File: src/rtl/imm_gen_pkg.sv
// Shared types for the pipelined RISC-V immediate generator: format codes,
// opcode constants and the output-buffer state encoding.
package imm_gen_pkg;

  typedef enum logic [2:0] {
    FMT_NONE = 3'd0,
    FMT_I    = 3'd1,
    FMT_S    = 3'd2,
    FMT_B    = 3'd3,
    FMT_U    = 3'd4,
    FMT_J    = 3'd5
  } fmt_e;

  localparam logic [6:0] OPC_LOAD   = 7'b0000011;
  localparam logic [6:0] OPC_OPIMM  = 7'b0010011;
  localparam logic [6:0] OPC_JALR   = 7'b1100111;
  localparam logic [6:0] OPC_STORE  = 7'b0100011;
  localparam logic [6:0] OPC_BRANCH = 7'b1100011;
  localparam logic [6:0] OPC_LUI    = 7'b0110111;
  localparam logic [6:0] OPC_AUIPC  = 7'b0010111;
  localparam logic [6:0] OPC_JAL    = 7'b1101111;
  // Base-ISA opcodes that are valid but carry no immediate.
  localparam logic [6:0] OPC_OP       = 7'b0110011;
  localparam logic [6:0] OPC_OP32     = 7'b0111011;
  localparam logic [6:0] OPC_MISC_MEM = 7'b0001111;
  localparam logic [6:0] OPC_SYSTEM   = 7'b1110011;

  typedef enum logic [1:0] {
    ST_EMPTY = 2'd0,
    ST_ONE   = 2'd1,
    ST_FULL  = 2'd2
  } buf_state_e;

endpackage

File: src/rtl/imm_decode.sv
// Combinational instruction -> {imm, fmt} decoder, sign-extended to XLEN.
// With IMM_GEN_ILLEGAL_EN defined it also flags unknown/compressed encodings.
import imm_gen_pkg::*;

module imm_decode #(
  parameter int XLEN = 32
) (
  input  logic [31:0]     instr,
  output logic [XLEN-1:0] imm,
  output logic [2:0]      fmt
`ifdef IMM_GEN_ILLEGAL_EN
  ,
  output logic            illegal
`endif
);

  logic [31:0] imm32;

  // Bits [1:0] are part of the matched opcode, so compressed words fall to default.
  // NOTE: every output gets a default first so no path through the case infers a latch.
  always_comb begin
    imm32 = '0;
    fmt   = FMT_NONE;
`ifdef IMM_GEN_ILLEGAL_EN
    illegal = 1'b0;
`endif
    case (instr[6:0])
      OPC_LOAD, OPC_OPIMM, OPC_JALR: begin
        imm32 = {{20{instr[31]}}, instr[31:20]};
        fmt   = FMT_I;
      end
      OPC_STORE: begin
        imm32 = {{20{instr[31]}}, instr[31:25], instr[11:7]};
        fmt   = FMT_S;
      end
      OPC_BRANCH: begin
        imm32 = {{19{instr[31]}}, instr[31], instr[7], instr[30:25], instr[11:8], 1'b0};
        fmt   = FMT_B;
      end
      OPC_LUI, OPC_AUIPC: begin
        imm32 = {instr[31:12], 12'b0};
        fmt   = FMT_U;
      end
      OPC_JAL: begin
        imm32 = {{11{instr[31]}}, instr[31], instr[19:12], instr[20], instr[30:21], 1'b0};
        fmt   = FMT_J;
      end
      OPC_OP, OPC_OP32, OPC_MISC_MEM, OPC_SYSTEM: ;
      default: begin
`ifdef IMM_GEN_ILLEGAL_EN
        illegal = 1'b1;
`endif
      end
    endcase
  end

  assign imm = XLEN'($signed(imm32));

endmodule

File: src/rtl/imm_gen_pipe.sv
// Pipelined immediate generator: valid/ready input, registered output plus a
// skid register so in_ready is a flop. Optional out_illegal via IMM_GEN_ILLEGAL_EN.
import imm_gen_pkg::*;

module imm_gen_pipe #(
  parameter int XLEN  = 32,
  parameter int TAG_W = 8
) (
  input  logic             clk,
  input  logic             rst,
  input  logic             in_valid,
  output logic             in_ready,
  input  logic [31:0]      in_instr,
  input  logic [TAG_W-1:0] in_tag,
  output logic             out_valid,
  input  logic             out_ready,
  output logic [XLEN-1:0]  out_imm,
  output logic [2:0]       out_fmt,
  output logic [TAG_W-1:0] out_tag
`ifdef IMM_GEN_ILLEGAL_EN
  ,
  output logic             out_illegal
`endif
);

  buf_state_e       state_q, state_d;
  logic             in_ready_q;
  logic             accept, pop;
  logic             load_new, load_skid, load_from_skid;

  logic [XLEN-1:0]  dec_imm, out_imm_q, skid_imm_q;
  logic [2:0]       dec_fmt, out_fmt_q, skid_fmt_q;
  logic [TAG_W-1:0] out_tag_q, skid_tag_q;
`ifdef IMM_GEN_ILLEGAL_EN
  logic             dec_illegal, out_ill_q, skid_ill_q;
`endif

  imm_decode #(.XLEN(XLEN)) u_decode (
    .instr   (in_instr),
    .imm     (dec_imm),
    .fmt     (dec_fmt)
`ifdef IMM_GEN_ILLEGAL_EN
    ,
    .illegal (dec_illegal)
`endif
  );

  assign out_valid = (state_q != ST_EMPTY);
  assign accept    = in_valid && in_ready_q;
  assign pop       = out_valid && out_ready;

  always_comb begin
    state_d        = state_q;
    load_new       = 1'b0;
    load_skid      = 1'b0;
    load_from_skid = 1'b0;
    case (state_q)
      ST_EMPTY: if (accept) begin
        state_d  = ST_ONE;
        load_new = 1'b1;
      end
      ST_ONE: begin
        if (accept && pop) begin
          load_new = 1'b1;
        end else if (accept) begin
          state_d   = ST_FULL;
          load_skid = 1'b1;
        end else if (pop) begin
          state_d = ST_EMPTY;
        end
      end
      ST_FULL: if (pop) begin
        state_d        = ST_ONE;
        load_from_skid = 1'b1;
      end
      default: state_d = ST_EMPTY;
    endcase
  end

  // in_ready is registered from the next state, so it never depends on out_ready.
  // NOTE: sequential state uses non-blocking assignments so all flops update together.
  always_ff @(posedge clk) begin
    if (rst) begin
      state_q    <= ST_EMPTY;
      in_ready_q <= 1'b1;
    end else begin
      state_q    <= state_d;
      in_ready_q <= (state_d != ST_FULL);
    end
  end

  // NOTE: the data registers are reset too, because reset values on the outputs are
  // visible and a cleared skid guarantees nothing stale survives a mid-stream reset.
  always_ff @(posedge clk) begin
    if (rst) begin
      out_imm_q  <= '0;
      out_fmt_q  <= FMT_NONE;
      out_tag_q  <= '0;
      skid_imm_q <= '0;
      skid_fmt_q <= FMT_NONE;
      skid_tag_q <= '0;
`ifdef IMM_GEN_ILLEGAL_EN
      out_ill_q  <= 1'b0;
      skid_ill_q <= 1'b0;
`endif
    end else begin
      if (load_new) begin
        out_imm_q <= dec_imm;
        out_fmt_q <= dec_fmt;
        out_tag_q <= in_tag;
`ifdef IMM_GEN_ILLEGAL_EN
        out_ill_q <= dec_illegal;
`endif
      end else if (load_from_skid) begin
        out_imm_q <= skid_imm_q;
        out_fmt_q <= skid_fmt_q;
        out_tag_q <= skid_tag_q;
`ifdef IMM_GEN_ILLEGAL_EN
        out_ill_q <= skid_ill_q;
`endif
      end
      if (load_skid) begin
        skid_imm_q <= dec_imm;
        skid_fmt_q <= dec_fmt;
        skid_tag_q <= in_tag;
`ifdef IMM_GEN_ILLEGAL_EN
        skid_ill_q <= dec_illegal;
`endif
      end
    end
  end

  assign in_ready = in_ready_q;
  assign out_imm  = out_imm_q;
  assign out_fmt  = out_fmt_q;
  assign out_tag  = out_tag_q;
`ifdef IMM_GEN_ILLEGAL_EN
  assign out_illegal = out_ill_q;
`endif

endmodule

File: config.mk
export PLATFORM = sky130hd
export DESIGN_NAME = imm_gen_pipe
export DESIGN_NICKNAME = d
export VERILOG_FILES = /design/src/rtl/imm_gen_pkg.sv /design/src/rtl/imm_decode.sv /design/src/rtl/imm_gen_pipe.sv
export SDC_FILE = /design/constraint.sdc
export NUM_CORES = 1
export LEC_CHECK = 0
export CORE_AREA = 2 2 93 95
export DETAILED_ROUTE_END_ITERATION = 16
export DIE_AREA = 0 0 95 97
export PLACE_DENSITY = 0.82
export REMOVE_ABC_BUFFERS = 1
export SYNTH_ARGS = -nofsm -noshare
export SYNTH_HDL_FRONTEND = slang
export SYNTH_SLANG_ARGS = --single-unit
File: constraint.sdc
create_clock -name clk -period 1.8 [get_ports clk]
set_input_delay 0.36 -clock clk [delete_from_list [all_inputs] [get_ports clk]]
set_output_delay 0.36 -clock clk [all_outputs]
set_load 0.1 [all_outputs]
==> results of run 1 <==
[area by class of cell]
class | count | area share [%]
multi-input combinational | 322 | 34.9
timing repair buffer | 141 | 29.8
sequential | 89 | 29.4
clock buffer | 10 | 2.27
tap | 105 | 2.17
clock inverter | 6 | 1.07
inverter | 5 | 0.310
[layout by cell type, fill, tap and decap left out, drive strengths merged, types with 3 or more instances in the layout]
cell type      synthesis  final
buf                   26     99
dfxtp                 89     89
nand2                 89     89
a21oi                 39     39
clkdlybuf4s50          0     38
o21ai                 30     30
a221oi                22     22
nor2                  20     20
mux2i                 20     20
a31oi                 17     17
clkbuf                15     10
nand3                 10     10
a311oi                 9      9
nor3                   9      9
nor3b                  7      7
a2bb2oi                6      6
o21a                   6      6
inv                    4      6
mux2                   5      5
nand2b                 4      4
nand3b                 3      3
nand4b                 3      3
o22ai                  3      3
a211oi                 3      3
clkinv                 1      3
[worst max-delay path, stage by stage]
cell and delay (ns):
clkdlybuf4s50_1 0.52, buf_4 0.16, nand4b_1 0.19, buf_4 0.20, o22ai_2 0.19, a21oi_4 0.17, a221oi_2 0.31
[per-stage QoR]
stage	cells	area, µm²	setup TNS [ns]	util [%]
after detailed placement	658	5710	-31.87	70.2
final	678	6060	-0.00462	74.5
after global placement	658	5710	-25.36	70.2
after global routing	678	6060	-0.493	74.5
after floorplan	416	3800	-121.28	-
after CTS	677	5960	0	73.3
[where the power goes]
group          switching (µW)  internal [µW]  leakage [µW]
Sequential               95.5           2070      0.000727
Combinational             879            565       0.00137
Clock                     740            685      0.000103
Total                    1710           3320       0.00220
[cells by family (layout without fill, tap and decap cells)]
kind of cell | count (synthesis) | after routing
flip-flops | 89 | 89
AND/OR/NAND/NOR | 156 | 156
buffers and inverters | 46 | 162
AO/OA/AOI/OAI | 141 | 141
multiplexers | 25 | 25
[per-layer routing]
metal | global-route usage [%] | part of all wire [%] | up-vias
met5 | 0 | 0 | -
met4 | 10.1 | 2.5 | 0
met3 | 3.97 | 6.5 | 28
met2 | 44.0 | 50 | 181
met1 | 34.1 | 41 | 1955
li1 | - | - | 1881
[synth_stat cells, drive strengths merged (2+ instances only)]
master and instances:
a2bb2oi 6, clkbuf 15, or2 2, mux2 5, nand3 10, o21a 6, mux2i 20, nand2b 4
a21oi 39, nand3b 3, nor3b 7, a211oi 3, a221oi 22, a31oi 17, o21ai 30, or3b 2
nor3 9, nand4b 3, and3b 2, nor2 20, a311oi 9, inv 4, o22ai 3, buf 26
o22a 2, nand2 89, dfxtp 89
[state kept, by name (all words and copies together) (netlist names)]
| name | count |
|---|---|
| out_imm | 32 |
| out_tag | 8 |
| out_fmt | 3 |
| skid_imm_q | 32 |
| state_q | 2 |
| skid_tag_q | 8 |
| in_ready | 1 |
| skid_fmt_q | 3 |
[final timing paths]
| kind | slack [ns] | start | cells after the start | to |
|---|---|---|---|---|
| worst max-delay path | -0.005 | in_instr[1] | 7 | out_imm[12] |
| worst min-delay path | 0.46 | skid_tag_q[1] | 2 | skid_tag_q[1] |
| worst max register to register | 0.16 | state_q[0] | 5 | out_imm[21] |
| worst min register to register | 0.46 | skid_tag_q[1] | 2 | skid_tag_q[1] |
[timing repair]
action,in CTS,in global routing
setup endpoints to repair,46,52
hold endpoints to repair,0,0
setup buffers,3,0
resized for setup,6,23
gates cloned,0,1
pin swaps,1,6
==> results.sh, run 1 <==
export IMPL_setup_viol=1
export IMPL_design_die_area_um2=9220
export IMPL_drtIter0Drc=252
export IMPL_hold_buffers=0
export IMPL_cp_end_kind="register"
export IMPL_period_share_pct=100
export IMPL_fmax_mhz=554
export IMPL_maxCapViolations=0
export IMPL_irDropWorstVdd_mv=0.529
export IMPL_async_reset_ff_share_pct=0
export IMPL_std_cell_rows=33
export IMPL_ctsLongestPathBuffers=2
export IMPL_final_nets=612
export IMPL_path_clk_slew_ns=0.09
export IMPL_syn_cell_area_um2=4050
export IMPL_synth_simple_area_share_pct=18.3
export IMPL_synthAdderAreaFrac_pct=0
export IMPL_setup_worst_path_start_class="input port"
export IMPL_dpl_worst_slack_ns=-0.807
export IMPL_fill_cells=545
export IMPL_status="finished, violations left"
export IMPL_multi_input_area_um2=2120
export IMPL_gp_congestion=0.947
export IMPL_slew_headroom_pct=66.6
export IMPL_worstPathMaxFanout=8
export IMPL_synth_area_leaders="dfxtp_1 44%, nand2_1 8.2%, mux2i_1 4.9%, a21oi_1 4.6%, o21ai_0 3.7%"
export IMPL_grtUsageTotal_pct=26.4
export IMPL_layout_setup_ws_ns=-0.00462
export IMPL_synth_top_area_share_pct=44.0
export IMPL_grt_ovfl_total=0
export IMPL_period_minus_slack_ns=1.80
export IMPL_grt_pass1_wl_mm=19.4
export IMPL_fin_worst_skew_ns=0.00708
export IMPL_grt_setup_unrepaired="true"
export IMPL_antenna_found_initial=0
export IMPL_synth_top_area_cell="dfxtp_1"
export IMPL_numPortBuffers=88
export IMPL_hold_worst_slack_ns=0.462
export IMPL_ant_nets=0
export IMPL_ys_seq_area_share_pct=44.0
export IMPL_grt_max_degree=53
export IMPL_dp_hpwl_mm=8.03
export IMPL_drt_pass1_iter_count=5
export IMPL_cts_sinks=89
export IMPL_ys_warn_count=0
export IMPL_wire_per_inst_um=17.9
export IMPL_violations="negative setup slack"
export IMPL_routed_via_density=5.97
export IMPL_min_path_type="reg -> reg"
export IMPL_ys_types=45
export IMPL_synth_compound_area_share_pct=24.7
export IMPL_syn_avg_cell_area_um2=8.86
export IMPL_worstMarginPinSlew_ns=0.500
export IMPL_synth_seq_cells=89
export IMPL_total_power_uw=5040
export IMPL_p_per_area_nw_per_um2=832
export IMPL_synth_edf_count=0
export IMPL_required_ns=2.09
export IMPL_hold_violations=0
export IMPL_vias=4045
export IMPL_totalWireLength_mm=12.2
export IMPL_regArea_um2=1780
export IMPL_critPathKind="in -> reg"
export IMPL_start_util_pct=49.8
export IMPL_drive_gt1_share_pct=27.6
export IMPL_synth_top_family_by_area="compound AO/OA/AOI/OAI gates"
export IMPL_diodes=0
export IMPL_cts_tree="built"
export IMPL_fp_coreArea_um2=8130
export IMPL_postSynthCellCount=457
export IMPL_chipHeight_um=97
export IMPL_clk_latency_ns=0.37
export IMPL_cts_buffers=9
export IMPL_synthMuxAreaShare_pct=6.33
export IMPL_grt_pass1_vias=4063
export IMPL_post_route_drc_count=0
export IMPL_root_buffer="clkbuf_8"
export IMPL_maxSlewViolCount=0
export IMPL_synthFlopType="dfxtp_1"
export IMPL_htree_levels=3
export IMPL_critPathArrivalTime_ns=2.09
export IMPL_p_leak_uw=0.00220
export IMPL_ios=89
export IMPL_synth_xor_area_share_pct=0
export IMPL_area_delta_synth_final_pct=49.5
export IMPL_die_width_um=95
No activity file was read; power rests on OpenSTA's default activity.
==> run 2, diff against run 1 <==
Settings changed: CAP_MARGIN from default to 20.
==> results of run 2 <==
Final layout, timing and power as in run 1 (identical DEF).
==> run 3, diff against run 2 <==
Settings changed: CAP_MARGIN 20 to default.
==> results of run 3 <==
Final layout, timing and power as in run 1 (identical DEF).
